--- src/rtl/watch_mode_ctrl.sv ---
// Digital-watch mode controller: decodes short/long presses of the mode button and
// routes the remaining buttons to the stopwatch or to the time-set datapath.
module watch_mode_ctrl #(
    parameter int unsigned LONG_PRESS_CYC  = 100_000_000,
    parameter int unsigned SET_TIMEOUT_CYC = 1_000_000_000,
    parameter int unsigned BLINK_CYC       = 25_000_000
) (
    input  logic       clk,
    input  logic       rst,
    input  logic       i_btn_mode,
    input  logic       i_btn_l,
    input  logic       i_btn_r,
    input  logic       i_btn_u,
    input  logic       i_btn_d,
    input  logic       i_sw_running,
    output logic [1:0] o_mode,
    output logic       o_sw_runstop,
    output logic       o_sw_clear,
    output logic [1:0] o_set_field,
    output logic       o_set_inc,
    output logic       o_set_dec,
    output logic       o_set_commit,
    output logic       o_set_abort,
    output logic       o_blink
);

    localparam int PRESS_W = $clog2(LONG_PRESS_CYC + 1);
    localparam int TO_W    = $clog2(SET_TIMEOUT_CYC + 1);
    localparam int BLINK_W = $clog2(BLINK_CYC + 1);

    typedef enum logic [1:0] {
        MODE_WATCH     = 2'd0,
        MODE_STOPWATCH = 2'd1,
        MODE_SET       = 2'd2
    } mode_t;

    mode_t              state, state_nxt;
    logic [1:0]         field, field_nxt;
    logic               blink, blink_nxt;
    logic [BLINK_W-1:0] blink_cnt, blink_cnt_nxt;
    logic [TO_W-1:0]    to_cnt, to_cnt_nxt;
    logic [PRESS_W-1:0] press_cnt;
    logic               long_fired;
    logic               btn_prev;
    logic               runstop_nxt, clear_nxt, inc_nxt, dec_nxt, commit_nxt, abort_nxt;

    logic long_evt, short_evt, mode_evt, activity, timeout_evt;

    // A long event fires once per press; a release after it is swallowed.
    assign long_evt    = i_btn_mode && (press_cnt == PRESS_W'(LONG_PRESS_CYC - 1));
    assign short_evt   = btn_prev && !i_btn_mode && !long_fired;
    assign mode_evt    = long_evt || short_evt;
    assign activity    = i_btn_mode | i_btn_l | i_btn_r | i_btn_u | i_btn_d;
    assign timeout_evt = (state == MODE_SET) && (to_cnt == TO_W'(SET_TIMEOUT_CYC - 1));

    assign o_mode      = state;
    assign o_set_field = field;
    assign o_blink     = blink;

    always_comb begin
        state_nxt     = state;
        field_nxt     = field;
        blink_nxt     = 1'b0;
        blink_cnt_nxt = '0;
        to_cnt_nxt    = '0;
        runstop_nxt   = 1'b0;
        clear_nxt     = 1'b0;
        inc_nxt       = 1'b0;
        dec_nxt       = 1'b0;
        commit_nxt    = 1'b0;
        abort_nxt     = 1'b0;

        case (state)
            MODE_WATCH: begin
                if (long_evt) begin
                    state_nxt = MODE_SET;
                    field_nxt = 2'd0;
                    blink_nxt = 1'b1;
                end else if (short_evt) begin
                    state_nxt = MODE_STOPWATCH;
                end
            end
            MODE_STOPWATCH: begin
                if (mode_evt) begin
                    state_nxt = MODE_WATCH;
                end else begin
                    runstop_nxt = i_btn_r;
                    clear_nxt   = i_btn_l && !i_btn_r && !i_sw_running;
                end
            end
            MODE_SET: begin
                if (mode_evt) begin
                    commit_nxt = 1'b1;
                    state_nxt  = MODE_WATCH;
                end else if (timeout_evt) begin
                    abort_nxt = 1'b1;
                    state_nxt = MODE_WATCH;
                end else begin
                    to_cnt_nxt = activity ? '0 : to_cnt + TO_W'(1);
                    inc_nxt    = i_btn_u && !i_btn_d;
                    dec_nxt    = i_btn_d && !i_btn_u;
                    // Any field move restarts the blink so the new field is shown lit.
                    if (i_btn_l ^ i_btn_r) begin
                        if (i_btn_l)
                            field_nxt = (field == 2'd0) ? 2'd2 : field - 2'd1;
                        else
                            field_nxt = (field == 2'd2) ? 2'd0 : field + 2'd1;
                        blink_nxt = 1'b1;
                    end else if (blink_cnt == BLINK_W'(BLINK_CYC - 1)) begin
                        blink_nxt = ~blink;
                    end else begin
                        blink_nxt     = blink;
                        blink_cnt_nxt = blink_cnt + BLINK_W'(1);
                    end
                end
            end
            default: state_nxt = MODE_WATCH;
        endcase
    end

    always_ff @(posedge clk) begin
        if (!rst) begin
            state        <= MODE_WATCH;
            field        <= 2'd0;
            blink        <= 1'b0;
            blink_cnt    <= '0;
            to_cnt       <= '0;
            press_cnt    <= '0;
            long_fired   <= 1'b0;
            btn_prev     <= 1'b0;
            o_sw_runstop <= 1'b0;
            o_sw_clear   <= 1'b0;
            o_set_inc    <= 1'b0;
            o_set_dec    <= 1'b0;
            o_set_commit <= 1'b0;
            o_set_abort  <= 1'b0;
        end else begin
            state        <= state_nxt;
            field        <= field_nxt;
            blink        <= blink_nxt;
            blink_cnt    <= blink_cnt_nxt;
            to_cnt       <= to_cnt_nxt;
            btn_prev     <= i_btn_mode;
            o_sw_runstop <= runstop_nxt;
            o_sw_clear   <= clear_nxt;
            o_set_inc    <= inc_nxt;
            o_set_dec    <= dec_nxt;
            o_set_commit <= commit_nxt;
            o_set_abort  <= abort_nxt;
            if (!i_btn_mode) begin
                press_cnt  <= '0;
                long_fired <= 1'b0;
            end else begin
                if (press_cnt != PRESS_W'(LONG_PRESS_CYC))
                    press_cnt <= press_cnt + PRESS_W'(1);
                if (long_evt)
                    long_fired <= 1'b1;
            end
        end
    end

endmodule

--- config.mk ---
export PLATFORM = sky130hd
export DESIGN_NAME = watch_mode_ctrl
export DESIGN_NICKNAME = d
export VERILOG_FILES = /design/src/rtl/watch_mode_ctrl.sv
export SDC_FILE = /design/constraint.sdc
export NUM_CORES = 1
export LEC_CHECK = 0
export ABC_AREA = 1
export BUFFER_PORTS_ARGS = -buffer_cell sky130_fd_sc_hd__buf_2
export CORE_UTILIZATION = 47
export DETAILED_ROUTE_END_ITERATION = 7
export GPL_TIMING_DRIVEN = 0
export HOLD_SLACK_MARGIN = 0.1
export PLACE_DENSITY = 0.63
export SYNTH_ARGS = -nofsm -noshare
export SYNTH_HDL_FRONTEND = slang
export SYNTH_SLANG_ARGS = --single-unit
--- constraint.sdc ---
create_clock -name clk -period 1.5 [get_ports clk]
set_input_delay 0.225 -clock clk [delete_from_list [all_inputs] [get_ports clk]]
set_output_delay 0.225 -clock clk [all_outputs]
set_load 0.03 [all_outputs]
[After elaboration in Yosys (flattened, before gate mapping)]
Cells that the tools add are included.
Storage, ports and cells
  register bits: 95
  bits in writable memories: 0
  memory bits (read-only): 0
  memories: 0
  latch bits: 0
  bits of input ports: 8
  logic and storage cells: 92
Cells by class
  mux-type cells: 22
  reductions and logical operators: 27
  add/sub/neg operators: 5
  equal/unequal tests: 15
  order comparisons: 0
  bitwise gates (word level): 9
  div/mod/pow operators: 0
  shift operators: 0
  multiply operators: 0
Operator list (number)
  adder 30 x 1 -> 30 bit (second input constant): 1
  equality test 30 bit (second input constant): 1
  adder 27 x 1 -> 27 bit (second input constant): 1
  equality test 27 bit (second input constant): 1
  inequality test 27 bit (second input constant): 1
  adder 25 x 1 -> 25 bit (second input constant): 1
  equality test 25 bit (second input constant): 1
  2-to-1 mux 2 bit: 12
  logical AND 1 bit: 8
  inequality test 2 bit (second input constant): 4
  2-to-1 mux 1 bit: 7
  logical NOT 1 bit: 6
  inequality test 3 bit (second input constant): 2
  case mux 2 bit (3 select lines): 1
  OR reduction 3 bit: 2
  OR reduction 6 bit: 1
  inequality test 5 x 3 -> 1 bit (second input constant): 1
  AND reduction 5 bit: 1
  OR reduction 5 bit: 1
  equality test 2 bit (second input constant): 2
  logical NOT 2 bit: 2
  inverter 1 bit: 4
  OR 1 bit: 4
  case mux 2 bit (2 select lines): 1
  11 further kinds: 12

[Depth between registers and ports, before layout]
Gate-level depths: netlist of run 1.
  depth in word-level cells: 7
  mapped depth: 13
  depth with buffers taken out: 12

[Worst setup path before layout of run 1]
Ideal clock, no wire load.
  path type: register to register
  start: register state[1], in the netlist o_mode[1]
  end: register to_cnt[27]
  required time: 1434 ps
  period minus slack after synthesis: 1684 ps
  path slack: -184 ps
  path buffers: 1
  arrival: 1618 ps
  setup time: 66 ps
  cell stages (with the launch flop): 10
  cell sequence: dfxtp_1 inv_1 nor2_2 inv_1 nor2_1 nand2_4 nor2_4 nand2_4 buf_8 a21oi_2
Between the ends
  longest elaborated chain between the ends: 3
Ends and longest elaborated chain
  from (decl): line 37  | mode_t state, state_nxt;
  from (signal assigned): line 138  | state <= state_nxt;
  equality test 2 bit (*): line 54, 73
  logical AND 1 bit / inverter 1 bit (equally long branches)
  OR reduction 5 bit (no source line) (*)
  to (signal assigned): line 142  | to_cnt <= to_cnt_nxt;
  to (decl): line 41  | logic [TO_W-1:0] to_cnt, to_cnt_nxt;
Mark *: on every way between the ends. The rest lies on a longest branch, timed or not.
A chain may end at the register's enable or synchronous reset.

[Worst setup path after layout of run 1]
  start: register press_cnt[1]
  end: register to_cnt[27]
Between the ends
  longest elaborated chain between the ends: 4
Ends and longest elaborated chain
  from (decl): line 42  | logic [PRESS_W-1:0] press_cnt;
  from (signal assigned): line 155  | press_cnt <= press_cnt + PRESS_W'(1);
  equality test 27 bit: line 50  | assign long_evt = i_btn_mode && (press_cnt == PRESS_W'(LONG_PRESS_CYC - 1));
  logical AND 1 bit: line 50
  logical OR 1 bit: line 52  | assign mode_evt = long_evt || short_evt;
  OR reduction 5 bit (no source line)
No other way between the ends.

==> results of run 1 <==
## worst min-delay path: stages
cell	delay, ns
buf_2	0.13
nand2_1	0.07
nor2_1	0.04
## state kept, by name (all words and copies together), names as in the netlist
register,cells
blink_cnt,25
btn_prev,1
long_fired,1
o_blink,1
o_mode,2
o_set_abort,1
o_set_commit,1
o_set_dec,1
o_set_field,2
o_set_inc,1
o_sw_clear,1
o_sw_runstop,1
press_cnt,27
to_cnt,30
## final timing paths
path	endpoint	cells past startpoint
setup / recovery	to_cnt[27]$_SDFF_PP0_	14
setup reg to reg	to_cnt[27]$_SDFF_PP0_	14
hold / removal	o_set_field[0]$_SDFFE_PN0P_	3
hold reg to reg	long_fired$_SDFFE_PN0P_	2
## cell type report
| type | count | share of cell area [%] |
|---|---|---|
| clock inverter | 4 | 0.323 |
| tap | 136 | 2.44 |
| inverter | 116 | 6.57 |
| buffer | 6 | 1.18 |
| sequential | 95 | 28.2 |
| timing repair buffer | 91 | 11.4 |
| multi-input combinational | 523 | 47.8 |
| clock buffer | 12 | 2.08 |
## logic make-up after synthesis
group | synth area share, %
simple gates | 39.4
xor+xnor | 2.88
flops | 36.8
buf+inv | 9.77
compound gates | 9.19
fa+ha+maj | 1.94
## stage by stage
step	util, %	hold slack [ns]
finish	66.4	0.126
global placement	52.2	0.404
global route	66.4	0.134
CTS	61.0	0.106
floorplan	-	0.301
detailed placement	52.2	0.409
## per-layer routing
layer	up-vias	wire length (um)
met4	0	352
met5	-	0
li1	2581	-
met2	124	6970
met1	2444	6080
met3	28	566
## power breakdown
| part | switching (mW) | total, mW | internal [mW] |
|---|---|---|---|
| combinational | 0.105 | 0.170 | 0.0648 |
| clock | 0.899 | 1.54 | 0.642 |
| sequential | 0.00999 | 2.52 | 2.51 |
## layout by cell type (no fill, tap or decap), types with 4 or more instances in the layout
| cell type | Yosys | routed |
|---|---|---|
| inv_2 | 5 | 10 |
| nand3_2 | 3 | 6 |
| inv_4 | 0 | 6 |
| o21ai_1 | 5 | 6 |
| o21ai_0 | 26 | 16 |
| xor2_1 | 14 | 14 |
| a21oi_1 | 24 | 22 |
| nor3_1 | 36 | 21 |
| nand2_4 | 6 | 13 |
| nand3_4 | 1 | 6 |
| inv_1 | 111 | 99 |
| clkbuf_8 | 0 | 10 |
| or2_2 | 9 | 9 |
| nand2_2 | 10 | 17 |
| nand4_1 | 26 | 26 |
| nor4_1 | 9 | 7 |
| nand2_1 | 144 | 127 |
| buf_12 | 1 | 4 |
| o21ai_2 | 0 | 9 |
| nor2_4 | 7 | 28 |
| nor2_2 | 19 | 16 |
| clkbuf_1 | 2 | 4 |
| buf_6 | 1 | 13 |
| dfxtp_4 | 0 | 11 |
| dlygate4sd3_1 | 0 | 5 |
| nor2_1 | 108 | 90 |
| nor3_4 | 1 | 6 |
| buf_4 | 0 | 49 |
| a21oi_2 | 20 | 20 |
| dfxtp_1 | 95 | 67 |
| dfxtp_2 | 0 | 17 |
| nor3_2 | 2 | 12 |
| ha_1 | 8 | 4 |
| buf_2 | 0 | 18 |
| nand3_1 | 34 | 26 |
## what timing repair did
item,CTS,global route
buffers inserted,40,25
endpoints found under the hold margin,3,0
resized for setup,95,101
gates cloned,3,1
endpoints found under the setup margin,77,83
hold buffers,5,0
pin swaps,27,35
==> results.tsv, run 1 <==
metric	value	unit
outcome	complete, but fails checks	
dieArea	11400	sq um
drv_cap	0	
worstMarginPinSlew	0.897	ns
grt_pass1_vias	4865	
cts_sinks	95	
design_area	6970	sq um
routabilityCongestion	0.911	
io_pins	19	
critical_path_buf_inv_count	4	
cpPeakStageDelay	0.37	ns
via_count	5177	
hold_class	in2reg	
viasPerCell	5.27	
power_density	607	nW/um^2
antenna_found_initial	0	
fmax	0.575	GHz
totalWireLength	14.0	mm
cts_buffers	9	
synthFlopType	dfxtp_1	
final-seq-area	1960	sq um
yosysMostFrequentCell	nand2_1	
violations	negative setup slack	
grt_setup_unrepaired	true	
ant_nets	0	
place_ws	-0.397	ns
ys_ff_latch	95	
clk_latency	0.37	ns
finalSetupTns	-12.43	ns
cp_top_family	simple AND/OR/NAND/NOR gates	
setup_viol	80	
track_usage	24.4	%
cts.htree.levels	3	
core_region_area	10500	sq um
multi_input_area	3330	sq um
io_buffers	18	
postSynthAreaPerCell	6.98	sq um
synthCells	740	
cp_slowest_cell	dfxtp_4	
crit_arrival	2.06	ns
worstReg2RegStart	press_cnt[1]$_SDFFE_PN0P_	
clock_path_buffers	2	
use_met1	30.3	%
post-route-period-util	116	%
synth_largest_area_cell	dfxtp_1	
drcViolationCount	0	
finalNetCount	858	
totalPowerFinal	4.23	mW
synth.top_cell.area_share	36.8	%
async_reset_ff_share	0	%
worstSetupStartpointType	register	
rows	37	
fin_skew	0.0125	ns
worstPathMaxFanout	8	
p_leak	2.53	nW
wl_per_cell	14.2	um
fp.dieH	107	um
start_util	49.1	%
holdCritStartpoint	rst	
drt_iter0_markers	272	
synth_cell_type_count	34	
drive_above_1_share	36.2	%
die_w	107	um
ir_worst_vdd	518	uV
fin_crit	1.74	ns
finalNonFillerCells	983	
cts_tree	yes	
yosys_warnings	0	
relSlewSlack	39.7	%
area_growth	35.1	%
yosysSeqAreaShare	36.8	%
clockRootBuffer	clkbuf_8	
dr.pass1.iters	5	
syn_area	5160	sq um
ys_top_cells_by_area	dfxtp_1 37%, nand2_1 10%, inv_1 8.1%	
setup.worst_path.class	reg2reg	
hold_violations	0	
slew_violations	0	
use_met3	3.89	%
cp-end-kind	register	
nFillCells	883	
dpl.hpwl	8.94	mm
clk_pin_slew	0.09	ns
cp_cell_sequence	ha_4 -> nand2_4 -> inv_4 -> nand2_4 -> nor2_4 -> nand3_4 -> nand2_4 -> inv_4 -> nand2_4 -> nor2_4 -> buf_6 -> nand2_8 -> buf_12 -> a21oi_2	
placed_area	5490	sq um
grt_max_degree	16	
synth_edf_count	0	
worst_slack	-0.240	ns
grt_util_met2	40.7	%
critPathMostFrequentCell	nand2_4	
synthTopCellsByCount	144 x nand2_1, 111 x inv_1, 108 x nor2_1	
gr-total-overflow	0	
busiest_layer	met2	
dp.cells	894	
syn-num-nets	756	
crit_start	press_cnt[1]$_SDFFE_PN0P_	
required	1.82	ns
ff2ff_setup_slack	-0.24	ns
grt_pass1_wl	22.0	mm
antenna_cells	0	
(Power assumes the default switching activity.)
==> inputs of run 2 (changes only) <==
--- a/config.mk
+++ b/config.mk
@@ -12,6 +12,7 @@
 export GPL_TIMING_DRIVEN = 0
 export HOLD_SLACK_MARGIN = 0.1
 export PLACE_DENSITY = 0.63
+export SKIP_LAST_GASP = 1
 export SYNTH_ARGS = -nofsm -noshare
 export SYNTH_HDL_FRONTEND = slang
 export SYNTH_SLANG_ARGS = --single-unit
==> constraint.sdc (replaced) <==
create_clock -name clk -period 1.5 [get_ports clk]
set_input_delay 0.225 -clock clk [delete_from_list [all_inputs] [get_ports clk]]
set_output_delay 0.225 -clock clk [all_outputs]
set_load 0.01 [all_outputs]
==> run 2 against run 1 <==
Net effect:
- fmax increased by 2.9%
- largest cell class unchanged
- die area unchanged
- critical path depth shrank 1
- register-to-register slack better by 0.05 ns
- combinational power fell by 6%
- clock skew down 0.00077 ns
- final cell count shrank 0.92%
- the flow still finishes with violations (negative setup slack)
- sequential share of layout area is 0.72 points higher
==> results.tsv, run 2 (synthesized netlist as in run 1, its figures left out) <==
metric	value	unit	change
dieArea	11400	sq um	unchanged
reg2regPathDepth	13		-1
post-route-period-util	113	%	-3.3 points
multi_input_area	3260	sq um	-2.1%
routabilityCongestion	0.888		-2.5%
hold_violations	0		unchanged
crit_arrival	2.02	ns	-0.04 ns
outcome	complete, but fails checks		
cts_buffers	9		unchanged
p_clk_share	40.8	%	+4.4 points
ff2ff_setup_slack	-0.19	ns	+0.05 ns
grt_max_degree	16		unchanged
drcViolationCount	0		unchanged
slew_violations	0		unchanged
holdPathEnd	o_sw_runstop$_SDFF_PP0_		
hold_class	in2reg		
worstReg2RegStart	press_cnt[1]$_SDFFE_PN0P_		
drv_cap	0		unchanged
grt_pass1_wl	21.7	mm	-1.7%
design_area	6800	sq um	-2.5%
gr-total-overflow	0		unchanged
placed_area	5490	sq um	about the same
grt_util_met2	42.3	%	+1.6 points
cp-end-kind	register		
nFillCells	930		+5.3%
cts_tree	yes		
clk_pin_slew	0.09	ns	about the same
drive_above_1_share	35.8	%	-0.45 points
clock_path_buffers	2		unchanged
antenna_cells	0		unchanged
worstPathMaxFanout	6		-2
clockRootBuffer	clkbuf_8		
busiest_layer	met2		
io_pins	19		unchanged
die_w	107	um	unchanged
fin_crit	1.69	ns	-0.0492 ns
worstMarginPinSlew	0.613	ns	-0.284 ns
cpPeakStageDelay	0.36	ns	about the same
area_growth	31.7	%	
fmax	0.591	GHz	+2.9%
rows	37		unchanged
largestRegisters	to_cnt (30), press_cnt (27), blink_cnt (25)		
finalNetCount	849		-1.0%
largest_register	to_cnt		
worstSetupStartpointType	register		
comb_power_share	3.5	%	-0.5 points
grt_pass1_vias	4839		-0.53%
final-seq-area	1960	sq um	unchanged
clk_latency	0.38	ns	about the same
antenna_found_initial	0		unchanged
fp.dieH	107	um	unchanged
place_ws	-0.364	ns	+0.0321 ns
swShare	22.9	%	-1.0 points
cts.htree.levels	3		unchanged
track_usage	24.1	%	-0.29 points
setup_viol	75		-6.3%
pwr-share-seq	55.7	%	-3.9 points
relSlewSlack	59.1	%	+19 points
cp_slowest_cell	dfxtp_4		
ant_nets	0		unchanged
holdCritStartpoint	i_btn_r		
dpl.hpwl	8.95	mm	+0.14%
intPower	3.49	mW	+8.4%
via_count	5030		-2.8%
use_met1	28.4	%	-1.9 points
switching_power	1.04	mW	+2.5%
start_util	49.1	%	unchanged
wl_per_cell	13.8	um	-3.0%
whs	0.125	ns	-0.000345 ns
core_region_area	10500	sq um	unchanged
cp_cell_sequence	ha_4 -> nand2_4 -> inv_4 -> nand2_4 -> nor2_4 -> nand3_4 -> nand2_4 -> inv_4 -> nand2_4 -> nor2_4 -> nand2_4 -> buf_12 -> a21oi_2		
cts_sinks	95		unchanged
finalCoreUtilization	64.7	%	-1.7 points
violations	negative setup slack		
r2r_end	to_cnt[20]$_SDFF_PP0_		
dr.pass1.iters	5		unchanged
final_common_cell	nand2_1		
grt_setup_unrepaired	true		
worst_slack	-0.191	ns	+0.0492 ns
totalWireLength	13.4	mm	-3.9%
hold_path_depth	3		unchanged
power_density	666	nW/um^2	+9.7%
drt_iter0_markers	252		-7.4%
use_met3	6.32	%	+2.4 points
largest_register_ffs	30		unchanged
io_buffers	18		unchanged
ir_worst_vdd	541	uV	+4.3%
setup.worst_path.class	reg2reg		
fin_skew	0.0118	ns	-0.000766 ns
p_leak	2.52	nW	-0.54%
critPathMostFrequentCell	nand2_4		
layout_common_cells	127 x nand2_1, 99 x inv_1, 94 x nor2_1		
required	1.83	ns	about the same
viasPerCell	5.16		-1.9%
## run 2: changes by cell type in the layout (fill, tap and decap cells not counted), moves of 3 or more
| cell | change |
|---|---|
| a21oi_2 | +3 |
| buf_6 | -3 |
| nor2_1 | +4 |
| nor2_2 | +5 |
| nor2_4 | -9 |
| o21ai_0 | -3 |
| o21ai_2 | +4 |
## run 2: power groups by stage
stage	clock network [mW]	logic, mW	registers (mW)
CTS	1.89	0.136	2.53
global route	2.00	0.177	2.52
finish	1.85	0.159	2.52
detailed placement	0	0.109	2.60
global placement	0	0.105	2.60
floorplan	0	0.0640	2.60
## run 2: how the worst max path moves through the flow
| stage | end | depth (start not counted) | slack, ns | from |
|---|---|---|---|---|
| 3_3_place_gp | to_cnt[20]$_SDFF_PP0_ | 11 | -0.37 | to_cnt[0]$_SDFF_PP0_ |
| 4_1_cts | to_cnt[26]$_SDFF_PP0_ | 11 | -0.17 | to_cnt[1]$_SDFF_PP0_ |
| 5_1_grt | blink_cnt[6]$_SDFF_PP0_ | 13 | -0.27 | press_cnt[1]$_SDFFE_PN0P_ |
| 3_5_place_dp | to_cnt[20]$_SDFF_PP0_ | 11 | -0.36 | to_cnt[0]$_SDFF_PP0_ |
| 6_report | to_cnt[20]$_SDFF_PP0_ | 13 | -0.19 | press_cnt[1]$_SDFFE_PN0P_ |
| 2_1_floorplan | to_cnt[27]$_SDFF_PP0_ | 13 | -0.08 | press_cnt[0]$_SDFFE_PN0P_ |
## run 2: routing by layer
| layer | share of wire, % | up-vias |
|---|---|---|
| met4 | 2.0 | 0 |
| met3 | 5.0 | 23 |
| met1 | 43 | 2344 |
| met5 | 0 | - |
| met2 | 50 | 102 |
| li1 | - | 2561 |
## run 2: layout make-up
type	count	area share (%)
well taps	136	2.50
clock buffers	11	2.39
plain buffers	6	1.21
repair buffers	82	9.46
flip-flops and latches	95	28.9
clock inverters	5	0.791
multi-input cells	523	48.0
inverters	116	6.74
## run 2: timing repair
action | CTS | global route
endpoints found under the setup margin | 76 | 86
hold buffers | 6 | 0
pin swaps | 18 | 24
gates cloned | 1 | 0
setup buffers | 38 | 19
endpoints found under the hold margin | 5 | 0
gates resized for setup | 88 | 92
## run 2: worst max-delay path: cells and delay by family (launching register included)
| family | cells | cell delay [ns] |
|---|---|---|
| AND/OR/NAND/NOR | 8 | 0.69 |
| flip-flops | 1 | 0.36 |
| buffers and inverters | 3 | 0.31 |
| adder cells (fa/ha/maj) | 1 | 0.16 |
| AO/OA/AOI/OAI | 1 | 0.10 |
## run 2: stage by stage
stage / cells / total power [mW] / TNS (ns)
after floorplan: 740 / 2.66 / -2.30
after global placement: 894 / 2.70 / -19.38
after detailed placement: 894 / 2.71 / -19.58
after CTS: 955 / 4.56 / -8.47
after global routing: 974 / 4.70 / -16.01
final: 974 / 4.53 / -9.42
